### src/rtl/arb_pkg.sv
// Shared definitions for the ten-way round-robin arbiter.
// Requester count, index width, FSM state encoding and the
// hold-counter width helper used when ARB_TIMEOUT_EN is defined.
package arb_pkg;

   localparam int NREQ  = 10;
   localparam int IDX_W = 4;

   typedef enum logic [0:0] {
      ARB_IDLE = 1'b0,
      ARB_BUSY = 1'b1
   } arb_state_e;

   // Width of a counter able to reach max_hold.
   function automatic int hold_cnt_w(input int max_hold);
      return $clog2(max_hold + 1);
   endfunction

endpackage

### src/rtl/rr_pick10.sv
// Combinational rotate-and-priority selector for ten requesters.
// Search order is ptr+1, ptr+2, ... wrapping 9 -> 0 and ending at ptr,
// so the previous winner always has the lowest priority.
module rr_pick10
   import arb_pkg::*;
(
   input  logic [NREQ-1:0]  i_req,
   input  logic [IDX_W-1:0] i_ptr,
   output logic [NREQ-1:0]  o_win,
   output logic [IDX_W-1:0] o_idx,
   output logic             o_any
);

   logic [IDX_W:0] w_pos;

   // Walk the candidates in round-robin order; the first requester seen wins.
   always_comb begin
      o_win = '0;
      o_idx = '0;
      o_any = 1'b0;
      w_pos = '0;
      for (int k = 0; k < NREQ; k++) begin
         w_pos = {1'b0, i_ptr} + (IDX_W+1)'(1) + (IDX_W+1)'(k);
         // ptr never exceeds 9, so a single subtraction is enough to wrap.
         if (w_pos >= (IDX_W+1)'(NREQ)) begin
            w_pos = w_pos - (IDX_W+1)'(NREQ);
         end
         if (!o_any && i_req[w_pos[IDX_W-1:0]]) begin
            o_any                     = 1'b1;
            o_win[w_pos[IDX_W-1:0]]   = 1'b1;
            o_idx                     = w_pos[IDX_W-1:0];
         end
      end
   end

endmodule

### src/rtl/rr_arbiter_10.sv
// Round-robin arbiter for ten requesters with one-hot grant and index.
// Grants are held until the owner drops its request; every grant is
// followed by at least one idle cycle before the next arbitration.
// Optional feature macro: ARB_TIMEOUT_EN adds a forced release after
// MAX_HOLD grant cycles, signalled by a one-cycle timeout pulse.
module rr_arbiter_10 #(
   parameter int NREQ     = 10,
   parameter int MAX_HOLD = 16
) (
   input  logic                     clk,
   input  logic                     rst,
   input  logic [NREQ-1:0]          req,
   output logic [NREQ-1:0]          gnt,
   output logic [arb_pkg::IDX_W-1:0] gnt_idx,
   output logic                     gnt_valid,
   output logic                     timeout,
   output arb_pkg::arb_state_e      o_dbg_state
);

   import arb_pkg::*;

   if (MAX_HOLD < 1 || MAX_HOLD > 255) begin : g_bad_max_hold
      $error("rr_arbiter_10: MAX_HOLD must be within 1..255");
   end

   arb_state_e       r_state, w_state_nxt;
   logic [NREQ-1:0]  r_gnt, w_gnt_nxt;
   logic [IDX_W-1:0] r_idx, w_idx_nxt;
   logic             r_valid, w_valid_nxt;
   logic [IDX_W-1:0] r_ptr, w_ptr_nxt;

   logic [NREQ-1:0]  w_win;
   logic [IDX_W-1:0] w_win_idx;
   logic             w_any;
   logic             w_owner_req;

`ifdef ARB_TIMEOUT_EN
   localparam int CNT_W = hold_cnt_w(MAX_HOLD);
   logic [CNT_W-1:0] r_cnt, w_cnt_nxt;
   logic             r_timeout, w_timeout_nxt;
   logic             w_hold_hit;
   // Counter value in the last allowed grant cycle (counter starts at 0).
   assign w_hold_hit = (r_cnt == CNT_W'(MAX_HOLD - 1));
`endif

   rr_pick10 u_pick (
      .i_req (req),
      .i_ptr (r_ptr),
      .o_win (w_win),
      .o_idx (w_win_idx),
      .o_any (w_any)
   );

   assign w_owner_req = req[r_idx];

   // State and registered grant outputs; reset clears a grant in progress.
   always_ff @(posedge clk) begin
      if (rst) begin
         r_state <= ARB_IDLE;
         r_gnt   <= '0;
         r_idx   <= '0;
         r_valid <= 1'b0;
         r_ptr   <= IDX_W'(NREQ - 1);
      end else begin
         r_state <= w_state_nxt;
         r_gnt   <= w_gnt_nxt;
         r_idx   <= w_idx_nxt;
         r_valid <= w_valid_nxt;
         r_ptr   <= w_ptr_nxt;
      end
   end

`ifdef ARB_TIMEOUT_EN
   // Hold counter and timeout pulse register.
   always_ff @(posedge clk) begin
      if (rst) begin
         r_cnt     <= '0;
         r_timeout <= 1'b0;
      end else begin
         r_cnt     <= w_cnt_nxt;
         r_timeout <= w_timeout_nxt;
      end
   end
`endif

   // Next-state logic: arbitrate in IDLE, hold or release in BUSY.
   always_comb begin
      w_state_nxt = r_state;
      w_gnt_nxt   = r_gnt;
      w_idx_nxt   = r_idx;
      w_valid_nxt = r_valid;
      w_ptr_nxt   = r_ptr;
`ifdef ARB_TIMEOUT_EN
      w_cnt_nxt     = r_cnt;
      w_timeout_nxt = 1'b0;
`endif
      case (r_state)
         ARB_IDLE: begin
            if (w_any) begin
               w_state_nxt = ARB_BUSY;
               w_gnt_nxt   = w_win;
               w_idx_nxt   = w_win_idx;
               w_valid_nxt = 1'b1;
               w_ptr_nxt   = w_win_idx;
`ifdef ARB_TIMEOUT_EN
               w_cnt_nxt   = '0;
`endif
            end
         end
         ARB_BUSY: begin
            // A normal release takes precedence over a coincident timeout.
            if (!w_owner_req) begin
               w_state_nxt = ARB_IDLE;
               w_gnt_nxt   = '0;
               w_idx_nxt   = '0;
               w_valid_nxt = 1'b0;
`ifdef ARB_TIMEOUT_EN
            end else if (w_hold_hit) begin
               w_state_nxt   = ARB_IDLE;
               w_gnt_nxt     = '0;
               w_idx_nxt     = '0;
               w_valid_nxt   = 1'b0;
               w_timeout_nxt = 1'b1;
            end else begin
               w_cnt_nxt = r_cnt + CNT_W'(1);
`endif
            end
         end
         default: begin
            w_state_nxt = ARB_IDLE;
            w_gnt_nxt   = '0;
            w_idx_nxt   = '0;
            w_valid_nxt = 1'b0;
         end
      endcase
   end

   // Outputs come straight from registers; no path from req.
   always_comb begin
      gnt         = r_gnt;
      gnt_idx     = r_idx;
      gnt_valid   = r_valid;
      o_dbg_state = r_state;
`ifdef ARB_TIMEOUT_EN
      timeout     = r_timeout;
`else
      timeout     = 1'b0;
`endif
   end

endmodule

### config.mk
export PLATFORM = sky130hd
export DESIGN_NAME = rr_arbiter_10
export DESIGN_NICKNAME = d
export VERILOG_FILES = /design/src/rtl/arb_pkg.sv /design/src/rtl/rr_pick10.sv /design/src/rtl/rr_arbiter_10.sv
export SDC_FILE = /design/constraint.sdc
export NUM_CORES = 1
export LEC_CHECK = 0
export ABC_AREA = 1
export CORE_UTILIZATION = 45
export CTS_CLUSTER_SIZE = 30
export DETAILED_ROUTE_END_ITERATION = 10
export GPL_ROUTABILITY_DRIVEN = 0
export PLACE_DENSITY = 0.66
export SLEW_MARGIN = 20
export SYNTH_ARGS = -nofsm -noshare
export SYNTH_HDL_FRONTEND = slang
export SYNTH_HIERARCHICAL = 1
export SYNTH_SLANG_ARGS = --single-unit
### constraint.sdc
create_clock -name clk -period 12.8 [get_ports clk]
set_input_delay 2.56 -clock clk [delete_from_list [all_inputs] [get_ports clk]]
set_output_delay 2.56 -clock clk [all_outputs]
set_load 0.01 [all_outputs]
==> results of run 1 <==
-- registers in the layout (all words and copies together) (netlist names) --
signal,cells
r_ptr,4
gnt,10
o_dbg_state,1
gnt_valid,1
gnt_idx,4
-- metrics by stage --
stage,hold WS [ns],area (sq um),setup WS (ns),cells
2_1_floorplan,0.483,4550,7.92,861
3_3_place_gp,0.472,4870,6.49,1000
3_5_place_dp,0.474,4870,6.50,1000
4_1_cts,0.486,4920,6.76,1004
5_1_grt,0.511,4920,6.11,1004
6_report,0.482,4920,6.68,1004
-- worst paths after layout --
path | start | endpoint | slack [ns] | cells past startpoint
max | r_ptr[0] | gnt[0] | 6.68 | 21
min | gnt[9] | gnt[9] | 0.48 | 2
max reg2reg | r_ptr[0] | gnt[0] | 6.68 | 21
min reg2reg | gnt[9] | gnt[9] | 0.48 | 2
-- critical path: stages, from the launching register on --
cell and delay [ns]:
dfxtp_2 0.31, buf_4 0.45, inv_1 0.12, ha_1 0.56, xnor2_2 0.55, inv_1 0.27, ha_1 0.30, inv_1 0.08
nand2_1 0.07, o21ai_1 0.38, inv_1 0.14, nor2_1 0.22, a22oi_1 0.09, nor2_1 0.12, nor2_1 0.05, a21oi_1 0.74
or3_1 0.22, inv_1 0.05, nor2_1 0.66, inv_2 0.33, nand3_1 0.17, a21oi_1 0.07
-- cell usage in the layout (no fill, tap or decap), types with 19 or more instances in the layout --
cell	count
o21ai_0	28
nand3_1	154
dfxtp_1	19
ha_1	21
nor2_1	111
nand2_1	234
a21oi_1	42
nand2_2	21
nand4_1	26
clkdlybuf4s50_1	27
inv_1	91
-- metal layers --
metal,global-route usage,vias to the layer above
met5,0,-
met4,0.0945,0
met3,0.0400,38
met2,0.476,234
met1,0.374,2428
li1,-,2833
-- logic make-up after synthesis --
| group | after synthesis |
|---|---|
| simple gates | 594 |
| buf+inv | 128 |
| compound gates | 86 |
| fa+ha+maj | 21 |
| flops | 20 |
| xor+xnor | 11 |
| other cells | 1 |
-- cell type report --
type                       instances  area share
timing repair buffer              29      0.0580
clock buffer                       4      0.0112
sequential                        20      0.0816
multi-input combinational        713       0.735
inverter                         105      0.0806
tap                              133      0.0338
==> qor.yml, run 1 <==
outcome: "finished, final reports clean"
grt_pass1_vias: 4685
cts_tree: "done"
utilization: 0.503
post-cts-setup-buffer-count: 0
hold_viol_final: 0
die_w_um: 103
antennaDiodeCount: 0
numCtsBuffers: 3
setup_viol: 0
cts_root_buffer: "clkbuf_8"
antenna_found_initial: 0
grt_first_pass_wirelength_mm: 23.2
synthCells: 861
die_y_um: 103
yosysTopAreaCell: "nand2_1"
cts_max_level: 1
core_area_sq_mm: 0.00977
synth_area_sq_mm: 0.00455
tightest_slew_ns: 0.975
yosysUniqueCellTypes: 46
track_usage: 0.284
highest_layer: "met4"
drt-met1-wl_mm: 6.68
yosys.area.top_type_share: 0.193
layout.area.seq_sq_um: 402
crit_type: "reg2reg"
clk_path_buf_depth: 2
synthesis.nets: 894
die_area_sq_mm: 0.0105
endpoint_kind: "flop"
fin_worst_skew_ns: 0.00497
wl_per_cell_um: 14.9
synth_adder_area_share: 0.0578
grt-ovfl-total: 0
synthTopCellsByCount: "nand2_1 (234), nand3_1 (154), nor2_1 (111)"
drt_iter0_markers: 538
synth_top_family_by_area: "simple AND/OR/NAND/NOR gates"
clkTransAtPathRegs_ns: 0.07
grt_start_max_net_pins: 52
io_buffers: 27
nets: 905
dr.pass1.iters: 6
drc: 0
routed_wl_mm: 15.0
rows: 36
setup_tns_ns: 0
slew_headroom: 0.350
crit_fanout: 51
synthMuxAreaShare: 0
report.final.slew_viol_count: 0
vias_per_cell: 5.51
layout-drive-gt1-share: 0.0896
clk_latency_ns: 0.26
required_ns: 12.92
ys.flop_type: "dfxtp_1"
async_flop_share: 0
ys.warnings.count: 6
ctsResizeCount: 0
synth_edf_count: 0
start_util: 0.465
synth_simple_gate_area_share: 0.604
crit_arrival_ns: 6.24
ios: 29
start_kind: "flop"
period_needed_ns: 6.12
yosysSeqAreaShare: 0.0881
hp-class: "reg2reg"
max_freq_ghz: 0.163
synthXorXnorAreaFrac: 0.0303
ant_nets: 0
areaGrowthSynthToFinish_pct: 8.26
yosysMostFrequentCell: "nand2_1"
maxCapViolCount: 0
wl_met2_mm: 6.73
multi_input_area_sq_mm: 0.00362
fillers: 1075
post_synth.cell_area_avg_sq_um: 5.28
ys_seq_elements: 20
dp_hpwl_mm: 11.9
postCtsHoldBufs: 0
rsz0062_at_grt: "no"
synth_compound_area_frac: 0.102
synthTopCellsByArea: "nand2_1 (19%), nand3_1 (17%), nor2_1 (9.2%), dfxtp_1 (8.8%), inv_1 (7.5%)"
final.period_utilization: 0.478
num_vias: 5533
cts_sinks: 20
wl_met3_mm: 1.12
Power of run 1 is left out: the tool's default activity adds up to more than one toggle a clock period on the data nets, which glitch-free logic cannot reach.
==> run 2: changes to the inputs <==
==> constraint.sdc (replaced) <==
create_clock -name clk -period 6.38 [get_ports clk]
set_input_delay 1.276 -clock clk [delete_from_list [all_inputs] [get_ports clk]]
set_output_delay 1.276 -clock clk [all_outputs]
set_load 0.01 [all_outputs]
==> run 2 against run 1 <==
Via count fell by 1.1%. Worst hold slack improved by 0.0023 ns. Sequential share of layout area decreased by 0.052 points. Non-clock buffer count up 2. Clock skew fell by 0.0034 ns. Utilization is 0.32 points higher. Wire length is 0.53% lower. Count of clock-buffer cells in the layout decreased by 1. Critical path depth unchanged. Register-to-register slack worse by 5.6 ns. Final area grew 0.64%. Worst setup slack lost 5.6 ns.
==> qor.yml, run 2 (synthesized netlist as in run 1, its figures left out) <==
multi_input_area_sq_mm: 0.00362  # unchanged
clk_latency_ns: 0.26  # about the same
die_area_sq_mm: 0.0105  # unchanged
dp_slack_ns: 1.16  # -5.34 ns
maxCapViolCount: 0  # unchanged
layout_commonest_cell: "nand2_1"
core_area_sq_mm: 0.00977  # unchanged
fillers: 1093  # +1.7%
layout.area.seq_sq_um: 402  # unchanged
die_y_um: 103  # unchanged
final.setup.worst_slack_ns: 1.10  # -5.58 ns
grt-ovfl-total: 0  # unchanged
vias_per_cell: 5.44  # -1.3%
rsz0062_at_grt: "no"
hold_ws_ns: 0.484  # +0.00226 ns
ios: 29  # unchanged
outcome: "finished, final reports clean"
dr.pass1.iters: 5  # -1
setup_viol: 0  # unchanged
fin_worst_skew_ns: 0.00162  # -0.00335 ns
layout-drive-gt1-share: 0.0916  # +0.00209
wl_per_cell_um: 14.8  # -0.72%
period_needed_ns: 5.28  # -0.843 ns
hold_viol_final: 0  # unchanged
hp-class: "reg2reg"
crit_fanout: 18  # -65%
grt_first_pass_wirelength_mm: 23.8  # +2.6%
tightest_slew_ns: 0.916  # -0.0593 ns
cts_sinks: 20  # unchanged
postCtsHoldBufs: 0  # unchanged
grt_pass1_vias: 4720  # +0.75%
track_usage: 0.288  # +0.00397
largest_reg_flops: 10  # unchanged
drt_iter0_markers: 420  # -22%
nets: 907  # +0.22%
report.final.slew_viol_count: 0  # unchanged
post-cts-setup-buffer-count: 0  # unchanged
num_vias: 5470  # -1.1%
areaGrowthSynthToFinish_pct: 8.95
drc: 0  # unchanged
required_ns: 6.51  # -6.41 ns
placed_cells: 1002  # +0.20%
endpoint_kind: "flop"
grt_start_max_net_pins: 51  # -1.9%
ctsResizeCount: 0  # unchanged
cts_tree: "done"
dp_hpwl_mm: 11.9  # about the same
antenna_found_initial: 0  # unchanged
stdcell_count: 1006  # +0.20%
crit_type: "reg2reg"
routed_wl_mm: 14.9  # -0.53%
numCtsBuffers: 3  # unchanged
rows: 36  # unchanged
ant_nets: 0  # unchanged
start_kind: "flop"
max_freq_ghz: 0.190  # +16%
cts_root_buffer: "clkbuf_8"
crit_arrival_ns: 5.40  # -0.84 ns
cts_max_level: 1  # unchanged
io_buffers: 27  # unchanged
mostFrequentLayoutCells: "nand2_1 (234), nand3_1 (154), nor2_1 (111), inv_1 (91), a21oi_1 (42)"
start_util: 0.465  # unchanged
clkTransAtPathRegs_ns: 0.07  # about the same
slew_headroom: 0.383  # +0.0331
final.period_utilization: 0.827  # +0.349
clk_path_buf_depth: 2  # unchanged
setup_tns_ns: 0  # unchanged
antennaDiodeCount: 0  # unchanged
die_w_um: 103  # unchanged
-- run 2: changes by cell type in the layout (fill, tap and decap cells not counted) --
cell       previous run  this run
buf_4                 2         4
bufinv_16             0         1
clkbuf_8              4         3
-- run 2: stage by stage --
step	utilization	instance area (sq um)
3_5_place_dp	0.499	4880
6_report	0.507	4950
4_1_cts	0.507	4950
2_1_floorplan	-	4550
5_1_grt	0.507	4950
3_3_place_gp	0.499	4880
-- run 2: critical path: stages, from the launching register on --
cell,delay [ns]
dfxtp_1,0.51
inv_1,0.16
ha_1,0.68
inv_1,0.32
ha_1,0.28
nand2_1,0.06
nand2_1,0.09
nand3b_1,0.19
nand3_1,0.10
a21boi_1,0.58
nor2_2,0.17
nand3_1,0.15
nand3_2,0.15
nand4_4,0.14
nor2_4,0.06
nand2_4,0.08
or3_1,0.11
inv_1,0.05
nor2_1,0.68
inv_2,0.32
nand3_1,0.18
a21oi_1,0.07
-- run 2: layout make-up --
type | count | area share
inverter | 105 | 0.0801
sequential | 20 | 0.0811
clock inverter | 1 | 0.00606
timing repair buffer | 31 | 0.0606
multi-input combinational | 713 | 0.730
tap | 133 | 0.0336
clock buffer | 3 | 0.00834
-- run 2: final timing paths --
check	start	end	slack, ns	cells past startpoint
setup / recovery	r_ptr[1]	gnt_idx[2]	1.10	21
hold / removal	gnt[7]	gnt[7]	0.48	2
setup reg to reg	r_ptr[1]	gnt_idx[2]	1.10	21
hold reg to reg	gnt[7]	gnt[7]	0.48	2
-- run 2: metal layers --
metal | track usage | up-vias | wire length (um)
met1 | 0.414 | 2425 | 7220
li1 | - | 2833 | -
met3 | 0.0278 | 29 | 826
met2 | 0.453 | 183 | 6510
met4 | 0.0879 | 0 | 355
met5 | 0 | - | 0
Power of run 2 is left out for the same reason.
